**config.mk**
```make
export PLATFORM = sky130hd
export DESIGN_NAME = aes_inv_key_sched
export DESIGN_NICKNAME = d
export VERILOG_FILES = /design/src/rtl/aes_pkg.sv /design/src/rtl/aes_sbox_word.sv /design/src/rtl/aes_inv_key_sched.sv
export SDC_FILE = /design/constraint.sdc
export NUM_CORES = 2
export LEC_CHECK = 0
export ABC_AREA = 0
export BUFFER_PORTS_ARGS = -buffer_cell sky130_fd_sc_hd__clkbuf_2
export CORE_UTILIZATION = 30
export CTS_BUF_LIST = sky130_fd_sc_hd__clkbuf_16
export CTS_CLUSTER_SIZE = 12
export DETAILED_ROUTE_END_ITERATION = 16
export PLACE_DENSITY_LB_ADDON = 0.15
export SYNTH_ARGS = -nofsm -noshare
export SYNTH_HDL_FRONTEND = slang
export SYNTH_HIERARCHICAL = 1
export SYNTH_SLANG_ARGS = --single-unit
```
**constraint.sdc**
```tcl
create_clock -name clk -period 37.9 [get_ports clk]
set_input_delay 7.58 -clock clk [delete_from_list [all_inputs] [get_ports clk]]
set_output_delay 7.58 -clock clk [all_outputs]
set_load 0.1 [all_outputs]
```
**src/rtl/aes_pkg.sv**
```systemverilog
// Shared types, round constants and word helpers for the AES-128 key schedule.
package aes_pkg;

    typedef logic [31:0]  aes_word_t;
    typedef logic [127:0] aes_block_t;

    localparam int AES128_NR = 10;

    localparam logic [7:0] RCON [1:10] = '{
        8'h01, 8'h02, 8'h04, 8'h08, 8'h10,
        8'h20, 8'h40, 8'h80, 8'h1b, 8'h36
    };

    typedef enum logic [1:0] {
        IDLE,
        EMIT,
        BACK
    } ks_state_t;

    function automatic aes_word_t rot_word(input aes_word_t w);
        return {w[23:0], w[31:24]};
    endfunction

    // Rounds outside 1..10 yield zero; only BACK consumes this, where round >= 1.
    function automatic aes_word_t rcon_word(input logic [3:0] r);
        aes_word_t rc;
        rc = '0;
        for (int i = 1; i <= 10; i++) begin
            if (r == 4'(i)) rc = {RCON[i], 24'h0};
        end
        return rc;
    endfunction

endpackage

```
**src/rtl/aes_sbox_word.sv**
```systemverilog
// Combinational forward AES S-box on all four bytes of a word.
module aes_sbox_word
    import aes_pkg::*;
(
    input  aes_word_t din,
    output aes_word_t dout
);

    function automatic logic [7:0] gf_mul(input logic [7:0] a, input logic [7:0] b);
        logic [7:0] p;
        logic [7:0] x;
        p = '0;
        x = a;
        for (int i = 0; i < 8; i++) begin
            if (b[i]) p = p ^ x;
            x = {x[6:0], 1'b0} ^ (x[7] ? 8'h1b : 8'h00);
        end
        return p;
    endfunction

    // Multiplicative inverse as x^254 = x^2 * x^4 * ... * x^128; maps 0 to 0.
    function automatic logic [7:0] sbox_byte(input logic [7:0] x);
        logic [7:0] sq;
        logic [7:0] inv;
        sq  = gf_mul(x, x);
        inv = sq;
        for (int k = 2; k < 8; k++) begin
            sq  = gf_mul(sq, sq);
            inv = gf_mul(inv, sq);
        end
        return inv ^ {inv[6:0], inv[7]} ^ {inv[5:0], inv[7:6]}
                   ^ {inv[4:0], inv[7:5]} ^ {inv[3:0], inv[7:4]} ^ 8'h63;
    endfunction

    for (genvar g = 0; g < 4; g++) begin : g_byte
        assign dout[8*g +: 8] = sbox_byte(din[8*g +: 8]);
    end

endmodule

```
**src/rtl/aes_inv_key_sched.sv**
```systemverilog
// Reverse AES-128 key schedule: streams round keys 10..0, one 32-bit word per handshake,
// regenerating each earlier round key in place over four BACK cycles.
module aes_inv_key_sched
    import aes_pkg::*;
#(
    parameter int NR = AES128_NR
) (
    input  logic       clk,
    input  logic       rst_n,
    input  aes_block_t key_in,
    input  logic       key_valid,
    output logic       key_ready,
    output aes_word_t  rk_word,
    output logic       rk_valid,
    input  logic       rk_ready,
    output logic [3:0] rk_round,
    output logic [1:0] rk_idx,
    output logic       rk_last
);

    ks_state_t         state, state_nxt;
    aes_word_t [3:0]   w;
    logic [3:0]        round;
    logic [1:0]        idx;
    logic [1:0]        step;
    aes_word_t         sbox_in;
    aes_word_t         sbox_out;

    assign sbox_in = rot_word(w[3]);

    aes_sbox_word u_sbox (
        .din  (sbox_in),
        .dout (sbox_out)
    );

    always_ff @(posedge clk) begin
        if (!rst_n) begin
            state <= IDLE;
            w     <= '0;
            round <= '0;
            idx   <= '0;
            step  <= '0;
        end else begin
            state <= state_nxt;
            case (state)
                IDLE: begin
                    if (key_valid) begin
                        w[0]  <= key_in[127:96];
                        w[1]  <= key_in[95:64];
                        w[2]  <= key_in[63:32];
                        w[3]  <= key_in[31:0];
                        round <= 4'(NR);
                        idx   <= '0;
                    end
                end
                EMIT: begin
                    if (rk_ready) begin
                        idx  <= idx + 2'd1;
                        step <= '0;
                    end
                end
                BACK: begin
                    step <= step + 2'd1;
                    // w[3] is rewritten first so step 3 sees the previous round's last word.
                    case (step)
                        2'd0: w[3] <= w[3] ^ w[2];
                        2'd1: w[2] <= w[2] ^ w[1];
                        2'd2: w[1] <= w[1] ^ w[0];
                        default: begin
                            w[0]  <= w[0] ^ sbox_out ^ rcon_word(round);
                            round <= round - 4'd1;
                            idx   <= '0;
                        end
                    endcase
                end
                default: ;
            endcase
        end
    end

    always_comb begin
        state_nxt = state;
        key_ready = 1'b0;
        rk_valid  = 1'b0;
        rk_word   = '0;
        rk_last   = 1'b0;
        case (state)
            IDLE: begin
                key_ready = 1'b1;
                if (key_valid) state_nxt = EMIT;
            end
            EMIT: begin
                rk_valid = 1'b1;
                rk_word  = w[idx];
                rk_last  = (round == 4'd0) && (idx == 2'd3);
                if (rk_ready && idx == 2'd3) state_nxt = (round == 4'd0) ? IDLE : BACK;
            end
            BACK: begin
                if (step == 2'd3) state_nxt = EMIT;
            end
            default: state_nxt = IDLE;
        endcase
    end

    assign rk_round = round;
    assign rk_idx   = idx;

endmodule

```
==> impl_metrics.toml <==
[worst_setup_path]
critPathMostFrequentCell = "xnor2_1"
start_kind = "flop"
cpPeakStageDelay_ns = 0.87
critical_path_class = "flop to flop"
critPathMaxFanout = 22
cp-end-kind = "flop"
worstPathArrival_ns = 20.03
crit_required_ns = 38.31
cp_slowest_cell = "ha_1"

[clock_tree]
cts.path.max_buffers = 2
cts_max_level = 4
cts_tree = "yes"
numClockSinks = 138
clock_insertion_delay_worst_skew_ns = 0.53
clk_pin_slew_worst_paths_ns = 0.07
root_buffer = "clkbuf_16"
numCtsBuffers = 17
cts_hold_buf = 0
post_cts_buffers = 0
post_cts_resized = 0

[placement]
port_buffers = 172
gp_congestion = 0.875
hpwl_um = 181000

[die]
die_h_um = 475
num_rows = 173
die_area_um2 = 225000
die_x_um = 475
core_um2 = 222000
start_util_pct = 30.2
io_pins = 173

[route]
via_per_inst = 5.44
wirelength_um = 247000
ant_nets = 0
vias = 64900
drt_iter0_markers = 5031
drt_pre_antenna_iters = 6
wl_per_cell_um = 20.7
drc = 0

[layout]
final_layout_size_suffix_gt1_share_pct = 11.4
nets = 9082
seq_area_um2 = 2780
syn_to_final_growth_pct = 7.64
multi_input_area_um2 = 61400
finish.utilization_pct = 32.5
fill_cells = 23900

[yosys]
ys.flop_type = "dfxtp_1"
netlist_top_cells_area = "xnor2_1 (20%), xnor3_1 (8.8%), nor2_1 (7.2%)"
syn_avg_cell_area_um2 = 7.39
synth_cell_types = 129
synthMostInstantiatedCell = "xnor2_1"
ys_ff_latch = 138
synth-edff-count = 0
synthArstFlopShare_pct = 0
syn-cell-area_um2 = 67000
synth_largest_area_cell = "xnor2_1"
syn_inst = 9061
synth_top_area_share_pct = 19.9
synth_common_cells = "xnor2_1 (1,526), nor2_1 (1,280), nand2_1 (872)"
synth_warnings = 6
syn_nets = 9232
synth-seq-area-share_pct = 4.12

[worst_hold_path]
hp-class = "flop to flop"

[grt]
grt.total_usage_pct = 21.1
grt_max_degree = 87
grt_pass1_wl_um = 379000
overflow = 0
grt_antenna_before_repair = 34
grt_pass1_vias = 61500

[outcome]
status = "complete, no violations"

[timing]
finalClockSkew_ns = 0.0160
max_slew.worst_pin.slew_ns = 1.30
setup_viol = 0
rsz0062_at_grt = "false"
timing.final.crit_share_pct = 51.8
final_max_slew_viol_count = 0
period_needed_ns = 19.63
hold_viol = 0
slew_headroom_pct = 12.8
finalSetupTns_ns = 0
max_clock_freq_mhz = 51.0

[job]
cap_violations = 0
==> through the flow <==
stage	hold WS, ns	instances	worst slack [ns]	area, µm²
after floorplan	0.475	9061	22.44	67000
after global placement	0.494	11900	18.85	71500
after detailed placement	0.502	11900	18.50	71500
after CTS	0.512	11900	18.36	72100
after global routing	0.536	11900	16.84	72100
final	0.515	11900	18.27	72100
==> worst paths after layout <==
check                                from                 end  slack [ns]  cells past startpoint
hold reg to reg        w[34]$_SDFFE_PN0P_  w[34]$_SDFFE_PN0P_        0.52                      2
hold / removal         w[34]$_SDFFE_PN0P_  w[34]$_SDFFE_PN0P_        0.52                      2
setup reg to reg  sbox_in[7]$_SDFFE_PN0P_   w[6]$_SDFFE_PN0P_       18.27                     62
setup / recovery  sbox_in[7]$_SDFFE_PN0P_   w[6]$_SDFFE_PN0P_       18.27                     62
==> metal layers <==
metal	track usage [%]	part of all wire [%]	vias to the layer above
met5	0	0.026	-
met4	6.90	2.7	10
met3	1.57	4.1	239
met2	35.9	48	1697
met1	28.1	45	31400
li1	-	-	31500
==> layout make-up <==
class,count,area share (%)
Antenna cell,27,0.0937
Clock buffer,17,0.590
Clock inverter,15,0.194
Inverter,109,0.567
Multi-Input combinational cell,8165,85.1
Sequential cell,138,3.85
Tap cell,2975,5.16
Timing Repair Buffer,480,4.40
==> registers in the layout, indices dropped and copies added (netlist names) <==
signal and flops:
sbox_in 32, rk_round 4, w 96, step 2, rk_idx 2, state 2
==> critical path: cells and delay by family, from the launching register on <==
kind	cells	cell delay, ns
AOI/OAI and AO/OA	16	4.92
xor gates and xnor gates	17	4.70
adders and majority gates	5	2.45
buffers and inverters	5	0.91
DFF	1	0.85
muxes	6	1.83
and+or+nand+nor	13	3.83
==> cell families after synthesis <==
| logic type | after synthesis | synth area share, % |
|---|---|---|
| buf+inv | 758 | 5.05 |
| flops | 138 | 4.12 |
| simple gates | 3307 | 22.7 |
| fa+ha+maj | 46 | 0.833 |
| xor+xnor | 2435 | 41.3 |
| mux | 309 | 5.41 |
| compound gates | 2068 | 20.5 |
==> layout by cell type, fill, tap and decap left out, types with 85 or more instances in the layout <==
| cell type | instances |
|---|---|
| o21a_1 | 160 |
| mux2i_1 | 194 |
| a21oi_1 | 458 |
| a211oi_1 | 86 |
| xnor3_1 | 263 |
| a31oi_1 | 88 |
| and2_1 | 95 |
| nand2_1 | 872 |
| nor2_1 | 1278 |
| xnor2_2 | 154 |
| nor3_1 | 242 |
| xor2_1 | 388 |
| inv_1 | 85 |
| nand3_1 | 254 |
| dfxtp_1 | 134 |
| xnor2_1 | 1473 |
| buf_4 | 309 |
| clkbuf_2 | 171 |
| o211ai_1 | 86 |
| o22ai_1 | 127 |
| o21ai_0 | 391 |
Power is not shown: default switching activity piles up to over one toggle a cycle in this logic, so the estimate is an artifact.
